--- src/rtl/dma_tx.sv ---
// dma_tx -- DMA transmit engine.
//
// On a CPU Start request the engine arbitrates for the system bus, reads
// NUM_BYTES consecutive bytes from RAM starting at TX_BASE_ADDR, and hands
// each byte to the serial transmitter with a Valid_D/TX_Ready handshake.
// After the last byte is accepted it pulses Dma_End for one cycle.
//
// Parameters:
//   NUM_BYTES     bytes per transfer (1..255)
//   TX_BASE_ADDR  RAM address of the first byte; addresses wrap mod 256
//
// Ports:
//   Clk, Rst_n            clock (rising edge), async active-low reset
//   Start                 transfer request, only honoured in IDLE
//   Dma_Ready, Dma_End    idle flag, one-cycle completion pulse
//   Address, Cs, Oe       RAM read strobe (Address is 0 when not reading)
//   Databus               RAM read data, valid one cycle after the strobe
//   Bus_req, Bus_grant    system bus arbitration with the CPU
//   TX_Data, Valid_D      registered byte and valid to the transmitter
//   TX_Ready              transmitter can accept a byte
//
// Build option:
//   DMA_TX_BUS_RELEASE_EN  when defined, the bus is released while each
//                          byte shifts out (WAIT_TX) and re-arbitrated
//                          before the next read.

module dma_tx #(
    parameter int unsigned NUM_BYTES    = 2,
    parameter logic [7:0]  TX_BASE_ADDR = 8'h04
) (
    input  logic       Clk,
    input  logic       Rst_n,
    input  logic       Start,
    output logic       Dma_Ready,
    output logic       Dma_End,
    output logic [7:0] Address,
    input  logic [7:0] Databus,
    output logic       Cs,
    output logic       Oe,
    output logic       Bus_req,
    input  logic       Bus_grant,
    output logic [7:0] TX_Data,
    output logic       Valid_D,
    input  logic       TX_Ready
);

    typedef enum logic [2:0] {
        S_IDLE,
        S_BUS_REQUEST,
        S_READ_BYTE,
        S_LATCH_BYTE,
        S_SEND_BYTE,
        S_WAIT_TX,
        S_DMA_END
    } state_e;

    localparam logic [7:0] LAST_IDX = 8'(NUM_BYTES - 1);

    state_e     state_q, state_d;
    logic [7:0] cnt_q, cnt_d;
    logic [7:0] tx_data_q, tx_data_d;
    logic       seen_low_q, seen_low_d;

    always_ff @(posedge Clk or negedge Rst_n) begin
        if (!Rst_n) begin
            state_q    <= S_IDLE;
            cnt_q      <= 8'h00;
            tx_data_q  <= 8'h00;
            seen_low_q <= 1'b0;
        end else begin
            state_q    <= state_d;
            cnt_q      <= cnt_d;
            tx_data_q  <= tx_data_d;
            seen_low_q <= seen_low_d;
        end
    end

    always_comb begin
        state_d    = state_q;
        cnt_d      = cnt_q;
        tx_data_d  = tx_data_q;
        seen_low_d = seen_low_q;
        Dma_Ready  = 1'b0;
        Dma_End    = 1'b0;
        Address    = 8'h00;
        Cs         = 1'b0;
        Oe         = 1'b0;
        Bus_req    = 1'b0;
        Valid_D    = 1'b0;

        case (state_q)
            S_IDLE: begin
                Dma_Ready = 1'b1;
                if (Start) begin
                    // Request is raised combinationally in the Start cycle;
                    // qualified with Rst_n so reset forces it low even with
                    // Start held high.
                    Bus_req = Rst_n;
                    cnt_d   = 8'h00;
                    state_d = S_BUS_REQUEST;
                end
            end
            S_BUS_REQUEST: begin
                Bus_req = 1'b1;
                if (Bus_grant) state_d = S_READ_BYTE;
            end
            S_READ_BYTE: begin
                Bus_req = 1'b1;
                Cs      = Bus_grant;
                Oe      = Bus_grant;
                Address = TX_BASE_ADDR + cnt_q;
                if (Bus_grant) state_d = S_LATCH_BYTE;
            end
            S_LATCH_BYTE: begin
                // RAM data arrives exactly one cycle after the strobe.
                Bus_req   = 1'b1;
                tx_data_d = Databus;
                state_d   = S_SEND_BYTE;
            end
            S_SEND_BYTE: begin
                Bus_req = 1'b1;
                Valid_D = 1'b1;
                if (TX_Ready) begin
                    if (cnt_q == LAST_IDX) begin
                        state_d = S_DMA_END;
                    end else begin
                        cnt_d      = cnt_q + 8'h01;
                        seen_low_d = 1'b0;
                        state_d    = S_WAIT_TX;
                    end
                end
            end
            S_WAIT_TX: begin
`ifdef DMA_TX_BUS_RELEASE_EN
                Bus_req = 1'b0;
`else
                Bus_req = 1'b1;
`endif
                // The transmitter is done with the byte only after TX_Ready
                // has dropped and come back; a high level alone may still be
                // the acceptance cycle.
                if (!TX_Ready) begin
                    seen_low_d = 1'b1;
                end else if (seen_low_q) begin
                    seen_low_d = 1'b0;
`ifdef DMA_TX_BUS_RELEASE_EN
                    state_d = S_BUS_REQUEST;
`else
                    state_d = S_READ_BYTE;
`endif
                end
            end
            S_DMA_END: begin
                Dma_End = 1'b1;
                Bus_req = 1'b1;
                state_d = S_IDLE;
            end
            default: state_d = S_IDLE;
        endcase
    end

    assign TX_Data = tx_data_q;

endmodule

--- config.mk ---
export PLATFORM = sky130hd
export DESIGN_NAME = dma_tx
export DESIGN_NICKNAME = d
export VERILOG_FILES = /design/src/rtl/dma_tx.sv
export SDC_FILE = /design/constraint.sdc
export NUM_CORES = 1
export LEC_CHECK = 0
export CORE_MARGIN = 2
export CORE_UTILIZATION = 35
export CTS_BUF_LIST = sky130_fd_sc_hd__clkbuf_16
export DETAILED_ROUTE_END_ITERATION = 8
export PLACE_DENSITY = 0.69
export SYNTH_ARGS = -nofsm -noshare
export SYNTH_HDL_FRONTEND = slang
export SYNTH_SLANG_ARGS = --single-unit
--- constraint.sdc ---
create_clock -name Clk -period 1.6 [get_ports Clk]
set_clock_uncertainty 0.1 [all_clocks]
set_input_delay 0.4 -clock Clk [delete_from_list [all_inputs] [get_ports Clk]]
set_output_delay 0.4 -clock Clk [all_outputs]
set_load 0.02 [all_outputs]
==> results.md, run 1 <==
- DRT iter0 DRCs: 163
- Final wirelength: slightly below 5000 um
- Largest net degree at the start of global routing: 21
- Period minus WS final: around 2.0 ns
- Num CTS Buffers: 3
- Fin nets: 224
- Core Area: 3337 sq um
- Seq/Total Area, Yosys: 0.4107
- Top FF cell, synth: dfrtp_1
- Slowest cell delay on critical path: 0.39 ns
- Total gr overflow: 0
- Worst-Margin Slew: roughly 0.28 ns
- Wire per inst: around 20 um
- Antenna Cells: 0
- First-pass GRT wire length: between 7000 and 8000 um
- Pwr dens: 1674 nW/um^2
- Minimum hold slack: a little over 0.4 ns
- Seq cells post-synth: 20
- Fmax achieved: ~500 MHz
- RSZ-0062 raised after global routing: true
- Clk sinks: 20
- Synthesis-to-layout area growth: 101.2%
- Overall Global Routing Usage: 0.2394
- Yosys cell types: 40
- Setup tns final: -7.359 ns
- IO Port Bufs: 34
- I/O Pins: 35
- Mapped cell area: roughly 1200 sq um
- VDD IR max: just under 0.9 mV
- Root buf cell: clkbuf_16
- Synthesized area per cell: between 9 and 10 sq um
- Initial Util: 0.3652
- Die Span Y: around 63 um
- Crit. End Element: output port
- Worst slew margin: 0.8153
- FF-to-FF setup slack: -0.34 ns
- DRC viols: 0
- FFs w/ async S/R, synth: 1.000
- Crit path DAT: approximately 1.5 ns
- Hold Path Class: reg2reg
- Number of synthesized flops with an enable pin: 0
- Status: finished, violations left
- Max FO, Critical Path: 3
- Number of synthesis warnings: 0
- Row count: 21
- Setup Slack @ Placement: -0.6909 ns
- Number of global-route vias before repair: approximately 1500
- Synth Instances: approximately 130
- Buf+Inv Stages, Crit Path: 2
- Worst-Skew Late Latency: 0.26 ns
- Slew Limit Fails: 0
- Critical path startpoint category: register
- Antenna Nets Post-Route: 0
- Layout fillers: roughly 230
- Worst Path Required: about 1.1 ns
- Tot Pwr: 4.106 mW
- Clk slew on worst S/H paths: roughly 0.060 ns
- Clk buf depth: 2
- Delay-heaviest family, CP: flip-flops
- Cell Area, Placed: around 1900 sq um
- Vias: ~1500
- Drt pass-1 iters: 4
- Fin area: 2452 sq um
- Final period util: 1.234
- Share of the synthesized area in the top cell type: 0.4107
- Placer's final routability congestion estimate: around 0.89
- Final Hold Viols: 0
- CP Cell Sequence: buf_6 -> or2_4 -> a211oi_2 -> a31oi_1 -> buf_2
- Share of cells above drive strength 1: 0.6214
- Die footprint: 3970 sq um
- Synth Net Count: roughly 140
- Vias/cell: roughly 5.8
- Hold_buf cts: 0
- Initial antenna violation count: 0
- CTS tree: yes
- Final Setup Violations: 33
- H-tree levels: 1
- Post-DP HPWL: ~2800 um
- Synth area leader: dfrtp_1
- Failing checks: setup timing
- Largest cells by area after synthesis: dfrtp_1 (41%), mux2_2 (7.4%), ha_1 (4.1%), nand3_1 (4.1%), nor2_1 (3.7%)
- Static leakage: 1.015 nW
- PnR worst setup slack: -0.3739 ns
- Die X: 63.01 um
- Slowest cell on crit path: dfrtp_1
- Setup Crit Path Kind: reg2out
- Max-Cap Viols: 0
-- stage by stage --
| step | util | cells |
|---|---|---|
| CTS | 0.6835 | 247 |
| floorplan | - | 127 |
| finish | 0.7349 | 252 |
| global route | 0.7349 | 252 |
| global placement | 0.5606 | 232 |
| detailed placement | 0.5606 | 232 |
-- state kept, by name, summed over array words and instances (netlist names) --
name,count
TX_Data,8
cnt_q,8
state_q,3
seen_low_q,1
-- layout make-up --
type / count / area (sq um) / share of cell area
Tap cell: 46 / 57.56 / 0.02347
Clock buffer: 3 / 75.07 / 0.03061
Timing Repair Buffer: 84 / 784.5 / 0.3199
Inverter: 6 / 22.52 / 0.009184
Clock inverter: 1 / 30.03 / 0.01224
Multi-Input combinational cell: 92 / 979.7 / 0.3995
Sequential cell: 20 / 503.0 / 0.2051
-- power breakdown --
part	internal (mW)	leakage (nW)	switching, mW
registers	0.695	0.246	0.119
clock network	0.497	0.0511	0.206
logic	1.24	0.718	1.34
-- timing repair --
| item | CTS | global route |
|---|---|---|
| setup buffers | 12 | 7 |
| gates resized for setup | 141 | 29 |
| endpoints found under the setup margin | 33 | 34 |
| pin swaps | 22 | 16 |
-- synthesized netlist by cell type (3+ instances only) --
master and n:
dfrtp_1 20, nor2_1 12, nand3_1 10, mux2_2 8, inv_1 6, nand2_1 6, o21ai_0 6, ha_1 4
nor3_1 4, and2_1 3, buf_2 3, clkbuf_1 3, o31ai_1 3, or3_1 3
-- path summary, 6_finish.rpt --
kind	end	startpoint	depth (start not counted)
worst max-delay path	Bus_req	state_q[0]$_DFFE_PN0P_	5
worst min-delay path	TX_Data[2]$_DFFE_PN0P_	TX_Data[2]$_DFFE_PN0P_	1
worst max register to register	cnt_q[2]$_DFFE_PN0P_	cnt_q[3]$_DFFE_PN0P_	8
worst min register to register	TX_Data[2]$_DFFE_PN0P_	TX_Data[2]$_DFFE_PN0P_	1
max in group asynchronous	cnt_q[3]$_DFFE_PN0P_	Rst_n	2
min in group asynchronous	cnt_q[5]$_DFFE_PN0P_	Rst_n	2
-- cell usage in the layout (no fill, tap or decap), types with 3 or more instances in the layout --
cell and instances:
buf_4 34, buf_6 27, dfrtp_1 18, clkdlybuf4s50_1 11, dlygate4sd2_1 9, mux2_2 8
nor2_4 7, nand3_1 7, inv_2 5, nand2_1 4, nor2_1 3, nor3_2 3
o21ai_0 3, ha_4 3, clkbuf_16 3
-- layer usage --
metal / routed length, um / vias to the layer above / track usage
met3: 396 / 14 / 0.04144
met5: 0 / - / 0
met1: 1845 / 734 / 0.2773
met4: 152 / 0 / 0.09167
met2: 2578 / 99 / 0.4348
li1: - / 620 / -
-- kinds of logic after synthesis --
kind of cell             count (synthesis)  share of synthesized area
AND/OR/NAND/NOR                         47                     0.2084
buffers and inverters                   15                    0.06159
flip-flops                              20                     0.4107
XOR/XNOR                                 4                    0.02875
AO/OA/AOI/OAI                           27                     0.1591
adder cells (fa/ha/maj)                  4                    0.04107
multiplexers                            10                    0.09035
No activity file was read; power rests on OpenSTA's default activity.
==> inputs of run 2 (changes only) <==
--- a/config.mk
+++ b/config.mk
@@ -9,7 +9,7 @@
 export CORE_UTILIZATION = 35
 export CTS_BUF_LIST = sky130_fd_sc_hd__clkbuf_16
 export DETAILED_ROUTE_END_ITERATION = 8
-export PLACE_DENSITY = 0.69
+export PLACE_DENSITY = 0.67
 export SYNTH_ARGS = -nofsm -noshare
 export SYNTH_HDL_FRONTEND = slang
 export SYNTH_SLANG_ARGS = --single-unit
==> constraint.sdc (replaced) <==
create_clock -name Clk -period 1.9 [get_ports Clk]
set_clock_uncertainty 0.1 [all_clocks]
set_input_delay 0.475 -clock Clk [delete_from_list [all_inputs] [get_ports Clk]]
set_output_delay 0.475 -clock Clk [all_outputs]
set_load 0.02 [all_outputs]
==> results.md, run 2 (synthesis results as in run 1) <==
- Hold Path Class: reg2reg
- IO Port Bufs: 34
- Slowest cell on crit path: or3_4
- Row count: 21
- Worst-Skew Late Latency: about 0.25 ns
- Fin nets: 210
- Initial Util: 0.3652
- Final wirelength: approximately 3800 um
- Worst Path Required: 1.32 ns
- Placer's final routability congestion estimate: just over 0.9
- CP Cell Sequence: or3_4 -> nor2_4 -> buf_6
- DRT iter0 DRCs: 44
- VDD IR max: around 0.87 mV
- Final Hold Viols: 0
- RSZ-0062 raised after global routing: true
- Final Non-Filler Cells: about 240
- Overall Global Routing Usage: 0.1875
- Cell Area, Placed: 1797 sq um
- Drt pass-1 iters: 4
- Status: finished, violations left
- Setup Crit Path Kind: reg2out
- Max-Cap Viols: 0
- Hold_buf cts: 0
- Largest net degree at the start of global routing: 21
- H-tree levels: 1
- Vias/cell: 5.294
- Failing checks: setup timing
- Clk sinks: 20
- Clk buf depth: 2
- Launch point of the worst path: state_q[0]$_DFFE_PN0P_
- Final Setup Violations: 12
- Share of cells above drive strength 1: 0.4948
- Die X: 63.01 um
- Slew Limit Fails: 0
- Antenna Cells: 0
- Root buf cell: clkbuf_16
- Die footprint: between 3000 and 4000 sq um
- Slowest cell delay on critical path: 0.51 ns
- DRC viols: 0
- Core Area: between 3000 and 4000 sq um
- Most frequent cells in the layout: buf_4 (36), clkdlybuf4s50_1 (19), dfrtp_1 (18)
- Max FO, Critical Path: 8
- Worst slew margin: 0.7276
- Fmax achieved: 493.8 MHz
- Wire per inst: 15.84 um
- Reg2Reg Depth: 7
- Hold path cells: 1
- Delay-heaviest family, CP: simple AND/OR/NAND/NOR gates
- Crit path DAT: 1.45 ns
- I/O Pins: 35
- Fin area: ~2100 sq um
- Worst-Margin Slew: 0.4075 ns
- Total gr overflow: 0
- Vias: between 1000 and 1500
- Clk slew on worst S/H paths: 0.06 ns
- Critical Path Stages: 3
- Num CTS Buffers: 3
- Worst hold start: TX_Data[7]$_DFFE_PN0P_
- Pwr dens: around 1400 nW/um^2
- Synthesis-to-layout area growth: 74.64%
- First-pass GRT wire length: around 6000 um
- Period minus WS final: a little over 2 ns
- PnR worst setup slack: -0.1250 ns
- Critical path startpoint category: register
- Die Span Y: 63.01 um
- Number of global-route vias before repair: between 1000 and 1500
- Most common cell after layout, fill and taps aside: buf_4
- Static leakage: around 0.9 nW
- Tot Pwr: about 3.0 mW
- Crit. End Element: output port
- Final period util: 1.066
- Post-DP HPWL: roughly 2500 um
- Initial antenna violation count: 0
- Buf+Inv Stages, Crit Path: 1
- Placed cells: 228
- Minimum hold slack: 0.4088 ns
- CTS tree: yes
- Antenna Nets Post-Route: 0
- Worst r2r src: cnt_q[2]$_DFFE_PN0P_
## run 2: cell count changes in the layout (fill, tap and decap cells not counted), sizes merged
cell / previous run / this run
buf: 63 / 50
dlygate4sd2: 9 / 0
clkdlybuf4s50: 11 / 19
clkdlybuf4s15: 1 / 0
dlymetal6s2s: 0 / 1
## run 2: final timing paths
path	slack [ns]	endpoint
worst max-delay path	-0.12	Cs
worst min-delay path	0.41	TX_Data[7]$_DFFE_PN0P_
worst max register to register	0.06	cnt_q[0]$_DFFE_PN0P_
worst min register to register	0.41	TX_Data[7]$_DFFE_PN0P_
max in group asynchronous	0.89	cnt_q[2]$_DFFE_PN0P_
min in group asynchronous	0.58	state_q[0]$_DFFE_PN0P_
## run 2: report_power, final
group | switching, mW | internal [mW] | leakage, nW
combinational | 0.876 | 0.868 | 0.601
sequential | 0.114 | 0.586 | 0.246
clock | 0.165 | 0.418 | 0.0511
## run 2: metrics by stage
stage,setup WS (ns),utilization,setup TNS [ns]
after detailed placement,-0.4755,0.5384,-5.366
after global placement,-0.4736,0.5384,-5.111
final,-0.1250,0.6378,-1.024
after CTS,-0.1211,0.5774,-0.8478
after global routing,-0.1905,0.6378,-1.530
after floorplan,-0.005713,-,-0.005713
## run 2: cell type report
cell class | count | area [sq um]
multi-input cells | 92 | 810.8
clock buffers | 3 | 75.07
repair buffers | 70 | 624.3
fillers | 274 | 1209
flip-flops and latches | 20 | 503.0
clock inverters | 1 | 30.03
well taps | 46 | 57.56
inverters | 6 | 27.53
## run 2: metal layers
metal	share of wire	vias to the layer above	GRT usage
li1	-	593	-
met1	0.39	606	0.2207
met2	0.53	53	0.3258
met3	0.060	8	0.03964
met4	0.017	0	0.08333
met5	0	-	0
## run 2: timing repair
item	4_1_cts	5_1_grt
endpoints found under the setup margin	15	21
setup buffers	0	6
resized for setup	84	43
pin swaps	7	9
endpoints found under the hold margin	0	0
